`src/rtl/cache_buffer_responder.sv`:
```
// cache_buffer_responder
//   Memory-side responder for the L2 cache buffer interface. Accepts single-word
//   or block requests, fetches read words from a fixed-latency backing memory
//   into a word FIFO, and collects write words from the cache into the same FIFO
//   before draining them to memory.
//
// Ports
//   clock_i, resetn_i            clock, asynchronous active-low reset
//   req_i/req_block_i/rw_i/add_i request strobe, block/single, write/read, word address
//   write_i/data_i               cache pushes a write word
//   read_i/data_o                cache pops a read word (data_o = FIFO head)
//   mem_data_i                   backing-memory read data, MEM_LATENCY after issue
//   ready_req_o/_write_o/_read_o handshake readiness
//   mem_en_o/mem_we_o/mem_add_o/mem_data_o  SRAM-style memory port
//   error_o                      sticky protocol-violation flag
//
// Outputs are decoded only from registered state and FIFO occupancy, so a
// request accepted at edge N drives its first memory access in cycle N+1.
module cache_buffer_responder #(
  parameter int unsigned BW_WORD_ADDR = 24,
  parameter int unsigned BW_BLOCK     = 2,
  parameter int unsigned MEM_LATENCY  = 2
) (
  input  logic                    clock_i,
  input  logic                    resetn_i,
  input  logic                    req_i,
  input  logic                    req_block_i,
  input  logic                    rw_i,
  input  logic [BW_WORD_ADDR-1:0] add_i,
  input  logic                    write_i,
  input  logic                    read_i,
  input  logic [31:0]             data_i,
  input  logic [31:0]             mem_data_i,
  output logic                    ready_req_o,
  output logic                    ready_write_o,
  output logic                    ready_read_o,
  output logic [31:0]             data_o,
  output logic                    mem_en_o,
  output logic                    mem_we_o,
  output logic [BW_WORD_ADDR-1:0] mem_add_o,
  output logic [31:0]             mem_data_o,
  output logic                    error_o
);

  localparam int unsigned AW     = BW_WORD_ADDR;
  localparam int unsigned DW     = 32;
  localparam int unsigned PTR_W  = BW_BLOCK;
  localparam int unsigned CNT_W  = BW_BLOCK + 1;
  localparam int unsigned DEPTH  = 1 << BW_BLOCK;
  localparam int unsigned PIPE_W = MEM_LATENCY;

  typedef enum logic [1:0] {
    S_IDLE  = 2'd0,
    S_READ  = 2'd1,
    S_WRITE = 2'd2
  } state_e;

  state_e               state_q, state_d;
  logic [AW-1:0]        base_q, base_d;
  logic [CNT_W-1:0]     count_q, count_d;
  logic [CNT_W-1:0]     issued_q, issued_d;   // read words sent to memory
  logic [CNT_W-1:0]     done_q, done_d;       // read words popped / write words drained
  logic [CNT_W-1:0]     recv_q, recv_d;       // write words accepted from the cache
  logic [DW-1:0]        fifo_q [DEPTH];
  logic [DW-1:0]        fifo_d [DEPTH];
  logic [PTR_W-1:0]     wr_ptr_q, wr_ptr_d;
  logic [PTR_W-1:0]     rd_ptr_q, rd_ptr_d;
  logic [CNT_W-1:0]     occ_q, occ_d;
  logic [PIPE_W-1:0]    pipe_q, pipe_d;       // one bit per outstanding memory read
  logic                 error_q, error_d;

  logic [CNT_W-1:0]     inflight;
  logic                 fifo_empty;
  logic                 fifo_full;
  logic                 issue;
  logic                 capture;
  logic                 rd_pop;
  logic                 wr_push;
  logic                 mem_wr;
  logic                 push;
  logic                 pop;
  logic [DW-1:0]        push_data;

  // State register
  always_ff @(posedge clock_i or negedge resetn_i) begin
    if (!resetn_i) begin
      state_q <= S_IDLE;
    end else begin
      state_q <= state_d;
    end
  end

  // Datapath, FIFO and in-flight pipeline registers
  always_ff @(posedge clock_i or negedge resetn_i) begin
    if (!resetn_i) begin
      base_q   <= '0;
      count_q  <= '0;
      issued_q <= '0;
      done_q   <= '0;
      recv_q   <= '0;
      for (int unsigned i = 0; i < DEPTH; i++) begin
        fifo_q[i] <= '0;
      end
      wr_ptr_q <= '0;
      rd_ptr_q <= '0;
      occ_q    <= '0;
      pipe_q   <= '0;
      error_q  <= 1'b0;
    end else begin
      base_q   <= base_d;
      count_q  <= count_d;
      issued_q <= issued_d;
      done_q   <= done_d;
      recv_q   <= recv_d;
      for (int unsigned i = 0; i < DEPTH; i++) begin
        fifo_q[i] <= fifo_d[i];
      end
      wr_ptr_q <= wr_ptr_d;
      rd_ptr_q <= rd_ptr_d;
      occ_q    <= occ_d;
      pipe_q   <= pipe_d;
      error_q  <= error_d;
    end
  end

  // Next-state and output decode
  always_comb begin
    state_d   = state_q;
    base_d    = base_q;
    count_d   = count_q;
    issued_d  = issued_q;
    done_d    = done_q;
    recv_d    = recv_q;
    fifo_d    = fifo_q;
    wr_ptr_d  = wr_ptr_q;
    rd_ptr_d  = rd_ptr_q;
    occ_d     = occ_q;
    pipe_d    = pipe_q;
    error_d   = error_q;

    ready_req_o   = 1'b0;
    ready_write_o = 1'b0;
    ready_read_o  = 1'b0;
    mem_en_o      = 1'b0;
    mem_we_o      = 1'b0;
    mem_add_o     = '0;
    data_o        = fifo_q[rd_ptr_q];
    mem_data_o    = fifo_q[rd_ptr_q];
    error_o       = error_q;

    inflight  = '0;
    issue     = 1'b0;
    capture   = 1'b0;
    rd_pop    = 1'b0;
    wr_push   = 1'b0;
    mem_wr    = 1'b0;
    push      = 1'b0;
    pop       = 1'b0;
    push_data = '0;

    for (int unsigned i = 0; i < PIPE_W; i++) begin
      inflight = inflight + CNT_W'(pipe_q[i]);
    end
    fifo_empty = (occ_q == '0);
    fifo_full  = (occ_q == CNT_W'(DEPTH));

    case (state_q)
      S_IDLE: begin
        ready_req_o = 1'b1;
        if (req_i) begin
          base_d   = req_block_i ? (add_i & ~AW'(DEPTH - 1)) : add_i;
          count_d  = req_block_i ? CNT_W'(DEPTH) : CNT_W'(1);
          issued_d = '0;
          done_d   = '0;
          recv_d   = '0;
          state_d  = rw_i ? S_WRITE : S_READ;
        end
      end

      S_READ: begin
        ready_read_o = !fifo_empty;
        // Throttle so every outstanding return is guaranteed a FIFO slot
        issue   = (issued_q < count_q) &&
                  (({1'b0, occ_q} + {1'b0, inflight}) < (CNT_W + 1)'(DEPTH));
        capture = pipe_q[PIPE_W-1];
        rd_pop  = read_i && ready_read_o;
        if (issue) begin
          mem_en_o  = 1'b1;
          mem_add_o = base_q + AW'(issued_q);
          issued_d  = issued_q + CNT_W'(1);
        end
        if (rd_pop) begin
          done_d = done_q + CNT_W'(1);
          if (done_q == count_q - CNT_W'(1)) begin
            state_d = S_IDLE;
          end
        end
      end

      S_WRITE: begin
        ready_write_o = !fifo_full && (recv_q < count_q);
        wr_push       = write_i && ready_write_o;
        mem_wr        = !fifo_empty;
        if (wr_push) begin
          recv_d = recv_q + CNT_W'(1);
        end
        if (mem_wr) begin
          mem_en_o  = 1'b1;
          mem_we_o  = 1'b1;
          mem_add_o = base_q + AW'(done_q);
          done_d    = done_q + CNT_W'(1);
          if (done_q == count_q - CNT_W'(1)) begin
            state_d = S_IDLE;
          end
        end
      end

      default: begin
        state_d = S_IDLE;
      end
    endcase

    // Offending strobes only raise the flag; they never reach the datapath
    error_d = error_q | (req_i & ~ready_req_o) | (write_i & ~ready_write_o) |
              (read_i & ~ready_read_o);

    // FIFO: a push lands behind the current head, a pop only retires a prior head
    push      = capture | wr_push;
    pop       = rd_pop | mem_wr;
    push_data = capture ? mem_data_i : data_i;
    if (push) begin
      fifo_d[wr_ptr_q] = push_data;
      wr_ptr_d         = wr_ptr_q + PTR_W'(1);
    end
    if (pop) begin
      rd_ptr_d = rd_ptr_q + PTR_W'(1);
    end
    occ_d = occ_q + CNT_W'(push) - CNT_W'(pop);

    pipe_d = PIPE_W'({pipe_q, issue});
  end

endmodule
```
`config.mk`:
```
export PLATFORM = sky130hd
export DESIGN_NAME = cache_buffer_responder
export DESIGN_NICKNAME = d
export VERILOG_FILES = /design/src/rtl/cache_buffer_responder.sv
export SDC_FILE = /design/constraint.sdc
export NUM_CORES = 1
export LEC_CHECK = 0
export ABC_AREA = 1
export BUFFER_PORTS_ARGS = -buffer_cell sky130_fd_sc_hd__buf_2
export CORE_MARGIN = 1
export CORE_UTILIZATION = 51
export DETAILED_ROUTE_END_ITERATION = 8
export HOLD_SLACK_MARGIN = 0.02
export PLACE_DENSITY_LB_ADDON = 0.1
export SYNTH_ARGS = -nofsm -noshare
export SYNTH_HDL_FRONTEND = slang
export SYNTH_SLANG_ARGS = --single-unit
```
`constraint.sdc`:
```
create_clock -name clock_i -period 2.3 [get_ports clock_i]
set_input_delay 0.69 -clock clock_i [delete_from_list [all_inputs] [get_ports clock_i]]
set_output_delay 0.69 -clock clock_i [all_outputs]
set_load 0.005 [all_outputs]
```
==> impl_results.md <==
- Status: finished, violations left
- Failing checks: setup timing
- Crit path capture: mem_add_o[16]
- Crit Path Category: flip-flop to primary output
- Layout net count: 1572
- Max cap viols: 0
- Yosys Warn Count: 0
- Final period util: 128%
- Fill cell count: 1392
- RSZ-0062 raised after global routing: yes
- R2R Setup Slk: -0.01 ns
- Fraction of registers with async set/reset: 100%
- Crit end category: primary output
- Routed length per instance: 18.7 um
- # H-tree levels: 4
- Clock latency on the worst-skew pair: 0.44 ns
- Met3 WL post-DR: 2.05 mm
- Final core utilization: 73.7%
- Std-Cell Rows: 50
- Hpwl dp: 17.1 mm
- # clock sinks: 175
- Reg area: 4380 um2
- CP max FO: 5
- F_max: 339 MHz
- Finished layout cell area: 13900 um2
- Initial antenna violation count: 1
- Synthesized area: 9910 um2
- Slowest cell on crit path: dfrtp_1
- GRT Overall Usage: 30.4%
- Post-synth top cells: nand2_1 (279), dfrtp_1 (175), o21ai_0 (116), nor2_1 (111), o21ai_1 (99)
- Mapped Cells: 1209
- Power Density: 1490 nW/um2
- Number of synthesized flops with an enable pin: 0
- Final Hold Viols: 0
- Post-route ant nets: 0
- Least-Margin Pin Slew: 0.493 ns
- Die height: 141 um
- Clk_skew: 0.0140 ns
- Area after DPL: 11400 um2
- Die Width: 141 um
- Seq/Total Area, Yosys: 44.2%
- Nature of the critical path startpoint: flip-flop
- Reg2Reg Depth: 12
- CTS Buf Count: 17
- Max IR drop VDD: 0.732 mV
- Total Neg Setup Slack: -19.60 ns
- Clock buffer depth: 2
- DR top layer: met4
- CTS root buf: clkbuf_16
- Crit path time final: 2.95 ns
- Count leader, synth: nand2_1
- Global-route wire length before repair: 47.0 mm
- WP data required: 1.61 ns
- Reg clk slew, reported paths: 0.07 ns
- R2R Path End: occ_q[1]
- Area growth syn-to-layout: 40.5%
- Multi-input gate area: 5820 um2
- DRC viols: 0
- CP startpoint: base_q[0]
- Post-Syn Nets: 1330
- Share of cells above drive strength 1: 40.6%
- Worst r2r src: state_q[1]
- Post-synth top area cell: dfrtp_1
- Wire length on met2: 16.4 mm
- DR vias/cell: 5.65
- # IOs: 189
- CP max stage delay: 0.40 ns
- Buffers on Ports: 188
- Max-slew headroom: 66.2%
- Full die area: 20000 um2
- Max-slew violation count: 0
- Vias in the first global route: 9260
- Synth top area share: 44.2%
- DRT Pass-1 Iters: 5
- Vias after detailed routing: 9737
- Core area: 18900 um2
- Hold Crit Class: input pin to async pin
- Synth area leaders: dfrtp_1 (44%), nand2_1 (11%), o21ai_0 (5.9%), o21ai_1 (5.0%), nor2_1 (4.2%)
- Initial drt markers: 670
- Routed wire length: 32.2 mm
- Most used DFF post-synth: dfrtp_1
- Total gr overflow: 0
- Met1 WL: 12.5 mm
- Distinct cell type count after synthesis: 36
- Routability Congestion: 0.905
- Synth Area per Inst: 8.20 um2
- CTS tree: yes
- Synth Register Bits: 175
- Pin count of the biggest net entering global routing: 68
- # setup viols final: 93
- Critical path cell sequence: ha_2 > fa_2 > nand2_2 > nand2_4 > nand2_4 > inv_4 > nand2_2 > nor2_1 > nand2_1 > nand3_1 > a21oi_2 > buf_2
- Cts hold-fix bufs: 0
- Critical path arrival: 2.26 ns
- Final worst slack: -0.647 ns
- Starting Density: 52.5%
- P_leak: 0.00663 uW
[what timing repair did]
action,4_1_cts,5_1_grt
resized for setup,273,104
setup endpoints to repair,87,140
buffers inserted,20,5
pin swaps,66,40
cloned,15,7
[metrics by stage]
step	setup WS (ns)	hold slack (ns)	std cells	total power, uW
2_1_floorplan	-0.0101	0.357	1209	10700
3_3_place_gp	-0.298	0.371	1652	13000
3_5_place_dp	-0.311	0.385	1652	13200
4_1_cts	-0.642	0.0532	1715	19300
5_1_grt	-0.765	0.0517	1723	22000
6_report	-0.647	0.0621	1723	20800
[cell type report]
| cell class | instances | area share [%] |
|---|---|---|
| Clock buffer | 19 | 3.18 |
| Multi-Input combinational cell | 878 | 41.8 |
| Sequential cell | 175 | 31.5 |
| Timing Repair Buffer | 311 | 18.2 |
| Tap cell | 260 | 2.34 |
| Antenna cell | 1 | 0.0180 |
| Clock inverter | 11 | 0.952 |
| Inverter | 68 | 2.03 |
[cell usage in the layout, fill, tap and decap left out, types with 5 or more instances in the layout]
master     netlist  routed
a21oi_2          0      13
inv_1           64      53
buf_16           0      13
o22ai_4          0       5
buf_2            7     185
buf_4           33      70
nor2_1         111      60
o22ai_2          0      27
nor2_2           4      20
a21oi_1         33      20
nand3_1         64      62
o21ai_4          0      23
o21ai_2         29      65
nor2_4           0      35
ha_1            23      15
buf_12           0      20
ha_4             0       5
xor2_1           5       5
o21ai_1         99     106
o21ai_0        116      50
mux2i_1         32      32
nand2_1        279     263
nand2_4          0       6
nand4_1         14      14
clkbuf_16        0      21
buf_6           24      16
inv_4            0       6
dfrtp_1        175     171
nand2_8          5       7
nand2_2          3      13
inv_2            3       8
[where the power goes]
group	total (uW)	leakage (uW)	switching (uW)	internal, uW
sequential	5950	0.00224	1420	4530
clock	2910	0.000270	1280	1630
combinational	12000	0.00412	6350	5610
total	20800	0.00663	9050	11800
[layer usage]
layer | vias to the layer above | track usage (%)
li1 | 4554 | -
met1 | 4643 | 37.3
met2 | 457 | 54.2
met3 | 83 | 4.86
met4 | 0 | 10.8
met5 | - | 0
[state kept, by name, summed over array words and instances (netlist names)]
| name | flops |
|---|---|
| base_q | 24 |
| count_q | 2 |
| done_q | 3 |
| error_o | 1 |
| fifo_q | 128 |
| issued_q | 3 |
| occ_q | 3 |
| pipe_q | 2 |
| rd_ptr_q | 2 |
| recv_q | 3 |
| state_q | 2 |
| wr_ptr_q | 2 |
[worst min path at each step]
stage | start | end | slack, ns | cells after the start
floorplan | pipe_q[0] | pipe_q[1] | 0.36 | 0
global placement | pipe_q[0] | pipe_q[1] | 0.37 | 0
detailed placement | pipe_q[0] | pipe_q[1] | 0.38 | 0
CTS | resetn_i | fifo_q[5] | 0.05 | 1
global route | resetn_i | fifo_q[5] | 0.05 | 1
finish | resetn_i | fifo_q[5] | 0.06 | 1
[logic make-up after synthesis]
| group | count (synthesis) | synth area share, % |
|---|---|---|
| buf+inv | 158 | 9.24 |
| xor+xnor | 9 | 0.795 |
| mux | 32 | 3.23 |
| simple gates | 492 | 21.2 |
| flops | 175 | 44.2 |
| fa+ha+maj | 26 | 3.51 |
| compound gates | 317 | 17.8 |
[critical path, delay by kind of cell (launching register included)]
family,cells,cell delay (ns)
adders and majority gates,2,0.56
and+or+nand+nor,7,0.51
DFF,1,0.40
buffers and inverters,2,0.18
AOI/OAI and AO/OA,1,0.18
No activity file was read; power rests on OpenSTA's default activity.
